<file path="src/rtl/hazard_scoreboard_unit.sv">
// hazard_scoreboard_unit
// EX-stage forwarding selects for NUM_SRC operands, load-use / issue-use /
// pending-use / structural hazard detection, and a one-entry scoreboard for
// a single outstanding variable-latency (mul/div) operation.
// Optional build macro: HAZARD_WAW_CHECK_EN adds a destination (WAW) check
// against the pending long-op register.
module hazard_scoreboard_unit #(
    parameter int  REG_AW  = 5,
    parameter int  NUM_SRC = 2,
    parameter int  MAX_LAT = 32,
    localparam int LW      = $clog2(MAX_LAT + 1)
) (
    input  logic                      clk,
    input  logic                      rst,
    input  logic [NUM_SRC*REG_AW-1:0] src_D,
    input  logic [NUM_SRC-1:0]        src_valid_D,
    input  logic [REG_AW-1:0]         write_reg_D,
    input  logic                      reg_write_D,
    input  logic                      long_D,
    input  logic [NUM_SRC*REG_AW-1:0] src_E,
    input  logic [REG_AW-1:0]         write_reg_E,
    input  logic                      reg_write_E,
    input  logic                      mem_to_reg_E,
    input  logic                      long_issue_E,
    input  logic [LW-1:0]             long_lat_E,
    input  logic [REG_AW-1:0]         write_reg_M,
    input  logic                      reg_write_M,
    input  logic [REG_AW-1:0]         write_reg_W,
    input  logic                      reg_write_W,
    output logic [2*NUM_SRC-1:0]      forward_E,
    output logic                      stall_F,
    output logic                      stall_D,
    output logic                      flush_E,
    output logic                      long_wb,
    output logic                      long_busy
);

    typedef enum logic [1:0] {IDLE, BUSY, DONE} state_t;

    state_t            state_q, state_d;
    logic [REG_AW-1:0] pend_q, pend_d;
    logic [LW-1:0]     cnt_q, cnt_d;
    logic [LW-1:0]     lat_m1;
    logic              load_use, issue_use, pending_use, structural, waw_hazard;

    // True when any actually-read ID operand names non-zero register r
    function automatic logic id_match(input logic [REG_AW-1:0] r);
        logic hit;
        hit = 1'b0;
        for (int unsigned i = 0; i < NUM_SRC; i++) begin
            if (src_valid_D[i] && (r != '0) && (src_D[i*REG_AW +: REG_AW] == r))
                hit = 1'b1;
        end
        return hit;
    endfunction

    // Per-operand forwarding select, MEM has priority over WB, r0 never forwarded
    always_comb begin
        logic [REG_AW-1:0] s;
        forward_E = '0;
        for (int unsigned i = 0; i < NUM_SRC; i++) begin
            s = src_E[i*REG_AW +: REG_AW];
            if (reg_write_M && (write_reg_M != '0) && (write_reg_M == s))
                forward_E[2*i +: 2] = 2'b10;
            else if (reg_write_W && (write_reg_W != '0) && (write_reg_W == s))
                forward_E[2*i +: 2] = 2'b01;
        end
    end

    // Scoreboard state register
    always_ff @(posedge clk) begin
        if (rst) begin
            state_q <= IDLE;
            pend_q  <= '0;
            cnt_q   <= '0;
        end else begin
            state_q <= state_d;
            pend_q  <= pend_d;
            cnt_q   <= cnt_d;
        end
    end

    // Scoreboard next state; a latency of 0 is treated as 1
    always_comb begin
        lat_m1  = (long_lat_E == '0) ? '0 : long_lat_E - 1'b1;
        state_d = state_q;
        pend_d  = pend_q;
        cnt_d   = cnt_q;
        unique case (state_q)
            IDLE: begin
                if (long_issue_E) begin
                    pend_d  = write_reg_E;
                    cnt_d   = lat_m1;
                    state_d = (lat_m1 == '0) ? DONE : BUSY;
                end
            end
            BUSY: begin
                cnt_d = cnt_q - 1'b1;
                if (cnt_q == LW'(1))
                    state_d = DONE;
            end
            DONE: begin
                state_d = IDLE;
                pend_d  = '0;
            end
            default: state_d = IDLE;
        endcase
    end

`ifdef HAZARD_WAW_CHECK_EN
    // Younger short op must not write the register the long op will overwrite
    always_comb begin
        waw_hazard = reg_write_D && (write_reg_D != '0) && (state_q != IDLE) &&
                     (write_reg_D == pend_q);
    end
`else
    logic unused_waw;
    // No destination check in this build
    always_comb begin
        waw_hazard = 1'b0;
        unused_waw = ^{write_reg_D, reg_write_D};
    end
`endif

    // Hazard detection and scoreboard status outputs
    always_comb begin
        long_busy   = (state_q != IDLE);
        long_wb     = (state_q == DONE);
        load_use    = reg_write_E && mem_to_reg_E && id_match(write_reg_E);
        issue_use   = long_issue_E && reg_write_E && id_match(write_reg_E);
        pending_use = (state_q != IDLE) && id_match(pend_q);
        structural  = long_D && (state_q != IDLE);
        stall_F     = load_use || issue_use || pending_use || structural || waw_hazard;
        stall_D     = stall_F;
        flush_E     = stall_F;
    end

endmodule

</file>
<file path="config.mk">
export PLATFORM = sky130hd
export DESIGN_NAME = hazard_scoreboard_unit
export DESIGN_NICKNAME = d
export VERILOG_FILES = /design/src/rtl/hazard_scoreboard_unit.sv
export SDC_FILE = /design/constraint.sdc
export NUM_CORES = 1
export LEC_CHECK = 0
export ABC_AREA = 1
export CAP_MARGIN = 20
export CORE_MARGIN = 2
export CORE_UTILIZATION = 30
export DETAILED_ROUTE_END_ITERATION = 8
export GPL_TIMING_DRIVEN = 1
export SKIP_CTS_REPAIR_TIMING = 1
export SLEW_MARGIN = 20
export SYNTH_ARGS = -nofsm -noshare
export SYNTH_HDL_FRONTEND = slang
export SYNTH_SLANG_ARGS = --single-unit
</file>
<file path="constraint.sdc">
create_clock -name clk -period 2.1 [get_ports clk]
set_input_delay 0.525 -clock clk [delete_from_list [all_inputs] [get_ports clk]]
set_output_delay 0.525 -clock clk [all_outputs]
set_load 0.01 [all_outputs]
</file>
# After elaboration in Yosys (flattened, before gate mapping)

Index checks and enable logic that the tools add are counted.

Add/subtract/negate cells: 2
Reduce and logical (&&, ||, !) cells: 36
Muxes and demuxes: 17
Equality and inequality tests: 13

Operators by type and width:

| kind                                                                  | count |
|---|---|
| 5-bit equality test                                                   | 8 |
| 1-bit logical AND                                                     | 20 |
| 5-bit nonzero test                                                    | 4 |
| 6-bit zero test                                                       | 2 |
| 6-bit 2-to-1 mux                                                      | 2 |
| 6-bit one-hot mux with 2 select lines                                 | 1 |
| 6-bit by 1-bit subtractor with 6-bit output, second input constant    | 2 |
| 2-bit 2-to-1 mux                                                      | 5 |
| 5-bit one-hot mux with 2 select lines                                 | 1 |
| 6-bit by 1-bit equality test with 1-bit output, second input constant | 1 |
| 1-bit 2-to-1 mux                                                      | 6 |
| 2-bit AND reduction                                                   | 3 |
| 2-bit nonzero test                                                    | 3 |
| 5-bit 2-to-1 mux                                                      | 1 |
| 2-bit inequality test, second input constant                          | 2 |
| 2-bit one-hot mux with 2 select lines                                 | 1 |
| 1-bit logical OR                                                      | 3 |
| 2-bit by 1-bit equality test with 1-bit output, second input constant | 1 |
| 2-bit equality test, second input constant                            | 1 |
| 2-bit zero test                                                       | 1 |

Bits of input ports: 57
Flip-flop bits (word level): 13

# Longest topological paths before layout

Gate-level depths: netlist (run 1).

Word-level depth: 9
Depth in mapped cells: 11
Depth with buffers taken out: 11

# Worst setup path before layout (run 1)

Ideal clock, no wire load.

Kind: input -> output
Start: input write_reg_M[3]
End: output forward_E[0]
Cell stages on the path: 3
Slack: 0.233 ns
Arrival: 1.342 ns
Cells stage by stage: xor2_1 nor4_1 nor2_1

Longest elaborated chain between the ends: 4

RTL lines:

| item                  | RTL line | source |
|---|---|---|
| start, declared       | 26       | `input logic [REG_AW-1:0] write_reg_M,` |
| 5-bit nonzero test    | 63       | `if (reg_write_M && (write_reg_M != '0) && (write_reg_M == s))` |
| 1-bit logical AND     | 63       |  |
| 1-bit logical AND (*) | 63       |  |
| 2-bit 2-to-1 mux (*)  | 63       |  |
| end, declared         | 30       | `output logic [2*NUM_SRC-1:0] forward_E,` |

Every way passes the cells marked *; elsewhere a longest branch is shown, timed or not.

# Final worst setup path (run 1)

Start: input reg_write_M
End: output forward_E[2]

Longest elaborated chain between the ends: 3

RTL lines:

| item                           | RTL line | source |
|---|---|---|
| start, declared                | 27       | `input logic reg_write_M,` |
| 1-bit logical AND (2 in a row) | 63       |  |
| 2-bit 2-to-1 mux               | 63       |  |

No other way between the ends.

==> flow_summary.ini, run 1 <==
[status]
status = finished, final reports clean

[detailed_routing]
drc = 0
drt.antenna.violating_nets = 0
vias_per_cell = 4.59
num_vias = 1790
drt-total-wl_um = 4800
wl_per_cell_um = 12.3
drt_pass1_iterations = 4
drtIter0Drc = 89

[floorplanning]
die_height_um = 74.9
rows = 25
die-area_sq_um = 5600
fp.dieW_um = 74.9
coreArea_sq_um = 4790
io_pins = 66
start_util_pct = 31.5

[synthesis]
syn-cell-area_sq_um = 1510
syn-instance-count = 245
avgSynthCellArea_sq_um = 6.15
yosys_warnings = 0
synth_nets = 305
synth-seq-cells = 13
synth_cell_types = 31
seq_area_frac_synth_pct = 17.3

[global_routing]
antenna_found_initial = 0
grt_pass1_wl_um = 7390
grtUsageMet3_pct = 3.08
grtUsageTotal_pct = 16.6
grt_overflow = 0
met1_usage_pct = 20.6
grt_max_degree = 10
busiest_layer = met2
use_met2_pct = 29.4
grt_pass1_vias = 1723

[finish]
final_util_pct = 52.7
finalNetCount = 384
most-common-layout-cells = nand2_1 (48), dlymetal6s2s_1 (38), nor2_1 (37), inv_1 (31), buf_4 (18)
layout_commonest_cell = nand2_1
final_area_sq_um = 2520
drive_gt1_share_pct = 19.2
area_growth_pct = 67.4
n_antenna_cell = 0

[placement]
place_congestion = 0.922
place_ws_ns = -0.686
placed_area_sq_um = 2300
io_buffers = 59
dp.final_hpwl_um = 3710

[setup_path]
cp_cell_sequence = clkdlybuf4s50_1, o21ai_4, nor4_4, nor2_1, buf_2
critPathLaunchType = input pin
critical_path_class = in -> out
max_stage_delay_ns = 0.51
arrival_ns = 1.54
reg2reg_to = cnt_q[4]
crit_required_ns = 1.57
r2r_cells = 7
cp-end-kind = primary output
cpMaxStageDelayCell = clkdlybuf4s50_1
crit_fanout = 2
r2r_start = cnt_q[0]
ff2ff_setup_slack_ns = 0.85
critical_path.top_delay_family = buffers and inverters
crit_buf_inv = 2

[worst_hold_path]
whs_endpoint = cnt_q[5]
hold_path.startpoint = cnt_q[5]
min_delay_path_depth = 2
hold_class = reg -> reg

[pwr]
vdd_drop_max_mv = 0.342
pwr_density_cell_nw_per_um2 = 418
p_leak_nw = 1.47
p_total_w = 0.00105

[timing]
finalCritPeriodShare_pct = 98.5
worst_slack_ns = 0.0317
worst_pin_slew_ns = 0.345
hold_violations = 0
period_minus_slack_ns = 2.07
setup_viol = 0
fin_skew_ns = 0.00286
drv_slew = 0
worst_slew_margin_rel_pct = 76.9
fmax_mhz = 483

[clock_tree]
htreeDepth = 1
cts_buffer_depth = 2
clkLatencyLatePin_ns = 0.24
cts.clk_slew.worst_paths_ns = 0.05
cts_root_buffer = clkbuf_8
cts_tree = done
clkSinkCount = 13
numCtsBuffers = 3

[run]
maxCapViolations = 0
-- logic make-up after synthesis --
| logic type | Yosys count | share of synthesized area [%] |
|---|---|---|
| DFF | 13 | 17.3 |
| xor gates and xnor gates | 25 | 14.5 |
| and+or+nand+nor | 126 | 39.3 |
| buffers and inverters | 41 | 11.2 |
| AOI/OAI and AO/OA | 37 | 15.2 |
| adders and majority gates | 3 | 2.49 |
-- metal layers --
metal | share of wire (%) | vias to the layer above | wire length (um)
met4 | 1.2 | 0 | 59
met1 | 42 | 791 | 2020
met5 | 0 | - | 0
met2 | 52 | 46 | 2500
li1 | - | 947 | -
met3 | 4.5 | 6 | 216
-- worst reg2reg max path, stage by stage, from the launching register on --
cell and delay (ns):
dfxtp_1 0.36, inv_1 0.13, ha_1 0.23, nand2_1 0.08
xor2_1 0.14, nand2_1 0.06, nand3_1 0.06, a21oi_1 0.06
-- area by class of cell --
cell class	instances	area [sq um]
fill	478	2260
multi-input combinational	191	1170
timing repair buffer	77	810
sequential	13	260
inverter	38	150
tap	67	83.8
clock buffer	4	45.0
-- worst max-delay path by stage --
stage	startpoint	endpoint	slack (ns)	depth (start not counted)
floorplan	write_reg_M[3]	forward_E[0]	0.23	3
global placement	write_reg_E[1]	flush_E	-0.70	10
detailed placement	write_reg_E[1]	stall_D	-0.69	10
CTS	write_reg_E[1]	stall_D	-0.70	10
global route	write_reg_M[0]	forward_E[0]	-0.07	6
finish	reg_write_M	forward_E[2]	0.03	5
-- through the flow --
| stage | TNS, ns | cells | hold slack, ns |
|---|---|---|---|
| after CTS | -4.64 | 390 | 0.501 |
| after detailed placement | -4.61 | 386 | 0.492 |
| after global placement | -4.58 | 386 | 0.492 |
| after global routing | -0.200 | 390 | 0.543 |
| final | 0 | 390 | 0.498 |
| after floorplan | 0 | 245 | 0.472 |
-- report_power, final --
| group | switching, W | leakage (nW) | internal (W) |
|---|---|---|---|
| clock | 0.0000849 | 0.0228 | 0.000134 |
| combinational | 0.000276 | 1.34 | 0.000254 |
| sequential | 0.0000293 | 0.107 | 0.000275 |
-- sequential cells by signal, indices dropped and copies added, names as in the netlist --
signal and cells:
state_q 2, pend_q 5, cnt_q 6
-- synth_stat cells --
cell type	n	area, sq um
ha_1	3	37.5
a22oi_1	1	7.51
buf_4	2	15.0
inv_1	36	135
nor4_1	2	12.5
nor2_1	37	139
nand2_4	3	33.8
nor2_2	3	18.8
o21ai_0	7	35.0
nor2_4	2	22.5
inv_4	1	6.26
clkbuf_1	1	3.75
a21oi_1	10	50.1
nand3_1	17	85.1
nand3_2	1	10.0
o31ai_1	1	7.51
nand2_1	48	180
inv_6	1	8.76
dfxtp_1	13	260
a31oi_2	1	12.5
nor3_2	1	10.0
xnor2_1	10	87.6
a21oi_2	2	17.5
o22ai_1	11	68.8
nand4_1	3	18.8
o211ai_1	1	7.51
nor3_1	8	40.0
nand4_4	1	21.3
o21ai_2	2	17.5
o21ai_1	1	5.00
xor2_1	15	131
(Power assumes the default switching activity.)
==> run 2, diff against run 1 <==
--- a/config.mk
+++ b/config.mk
@@ -7,10 +7,11 @@
 export LEC_CHECK = 0
 export ABC_AREA = 1
 export CAP_MARGIN = 20
-export CORE_MARGIN = 2
-export CORE_UTILIZATION = 30
+export CORE_MARGIN = 4
+export CORE_UTILIZATION = 46
 export DETAILED_ROUTE_END_ITERATION = 8
 export GPL_TIMING_DRIVEN = 1
+export PLACE_DENSITY = 0.87
 export SKIP_CTS_REPAIR_TIMING = 1
 export SLEW_MARGIN = 20
 export SYNTH_ARGS = -nofsm -noshare
==> flow_summary.ini, run 2 (synthesis results as in run 1) <==
[global_routing]
use_met2_pct = 39.4
busiest_layer = met2
grt_pass1_wl_um = 7410
grt_pass1_vias = 1796
grtUsageTotal_pct = 21.4
grt_max_degree = 10
grt_overflow = 0
met1_usage_pct = 25.1
antenna_found_initial = 0
grtUsageMet3_pct = 3.76

[timing]
worst_pin_slew_ns = 0.353
fin_skew_ns = 0.00832
worst_slack_ns = 0.0143
whs_ns = 0.529
period_minus_slack_ns = 2.09
worst_slew_margin_rel_pct = 76.3
setup_viol = 0
hold_violations = 0
finalCritPeriodShare_pct = 99.3
fmax_mhz = 479
drv_slew = 0

[setup_path]
cp_cell_sequence = dlymetal6s2s_1, xnor2_1, nand3_1, nor4_2, nor2_1, clkbuf_2
cpMaxStageDelayCell = nor4_2
max_stage_delay_ns = 0.29
critical_path_class = in -> out
crit_required_ns = 1.57
critPathLaunchType = input pin
critical_path.top_delay_family = simple AND/OR/NAND/NOR gates
crit_fanout = 3
crit_cells = 6
cp-end-kind = primary output
crit_buf_inv = 2
r2r_cells = 6
arrival_ns = 1.56

[finish]
most-common-layout-cells = nand2_1 (48), dlymetal6s2s_1 (39), nor2_1 (36), inv_1 (31), nand3_1 (16)
layout_commonest_cell = nand2_1
area_growth_pct = 60.0
fill_cells = 222
regMostFlops = cnt_q
finalNetCount = 381
n_antenna_cell = 0
final_area_sq_um = 2410
top_regs = cnt_q x6, pend_q x5, state_q x2
drive_gt1_share_pct = 17.2
largest_register_ffs = 6

[worst_hold_path]
hold_class = reg -> reg
min_delay_path_depth = 2

[run]
maxCapViolations = 0

[floorplanning]
coreArea_sq_um = 3100
die-area_sq_um = 4250
io_pins = 66
fp.dieW_um = 65.2
die_height_um = 65.2
rows = 20
start_util_pct = 48.5

[detailed_routing]
drc = 0
wl_per_cell_um = 13.2
drtIter0Drc = 196
vias_per_cell = 5.16
drt-total-wl_um = 4790
drt_pass1_iterations = 4
num_vias = 1878
drt.antenna.violating_nets = 0

[clock_tree]
clkLatencyLatePin_ns = 0.28
cts_root_buffer = clkbuf_4
clkSinkCount = 13
cts_buffer_depth = 2
cts.clk_slew.worst_paths_ns = 0.08
cts_tree = done
htreeDepth = 1
numCtsBuffers = 3

[placement]
place_congestion = 0.948
placed_area_sq_um = 2250
io_buffers = 59
place_ws_ns = -0.715
dp.final_hpwl_um = 3830

[pwr]
p_leak_nw = 1.43
pwr_density_cell_nw_per_um2 = 406
vdd_drop_max_mv = 0.316

[status]
status = finished, final reports clean
## run 2: per-layer routing
layer  wire length [um]  share of wire (%)
met5                  0                  0
met4                127                2.7
met3                304                6.3
met2               2400                 50
met1               1960                 41
## run 2: power by group
group	internal (W)	total, W	switching [W]
Sequential	0.000275	0.000304	0.0000296
Clock	0.0000738	0.000157	0.0000834
Combinational	0.000245	0.000518	0.000273
## run 2: tightest hold or removal path, delay by kind of cell (launching register included)
kind | cells | cell delay [ns]
flops | 1 | 0.34
simple gates | 2 | 0.14
## run 2: stage by stage
| step | power [W] | utilization (%) | setup TNS (ns) | std cells |
|---|---|---|---|---|
| floorplan | 0.000594 | - | 0 | 245 |
| finish | 0.000979 | 77.7 | 0 | 364 |
| CTS | 0.000975 | 73.2 | -4.80 | 364 |
| global route | 0.00105 | 77.7 | -0.175 | 364 |
| detailed placement | 0.000815 | 72.4 | -4.82 | 360 |
| global placement | 0.000802 | 72.4 | -4.32 | 360 |
## run 2: path summary, 6_finish.rpt
kind	from	to	slack (ns)
worst max-delay path	write_reg_M[2]	forward_E[2]	0.01
worst min-delay path	cnt_q[5]	cnt_q[5]	0.53
worst max register to register	cnt_q[1]	state_q[1]	0.76
worst min register to register	cnt_q[5]	cnt_q[5]	0.53
## run 2: area by class of cell
cell class | instances | area (sq um) | share of cell area, %
tap | 44 | 55.1 | 2.28
clock buffer | 4 | 26.3 | 1.09
multi-input combinational | 191 | 1120 | 46.6
sequential | 13 | 260 | 10.8
timing repair buffer | 74 | 795 | 33.0
inverter | 38 | 150 | 6.23
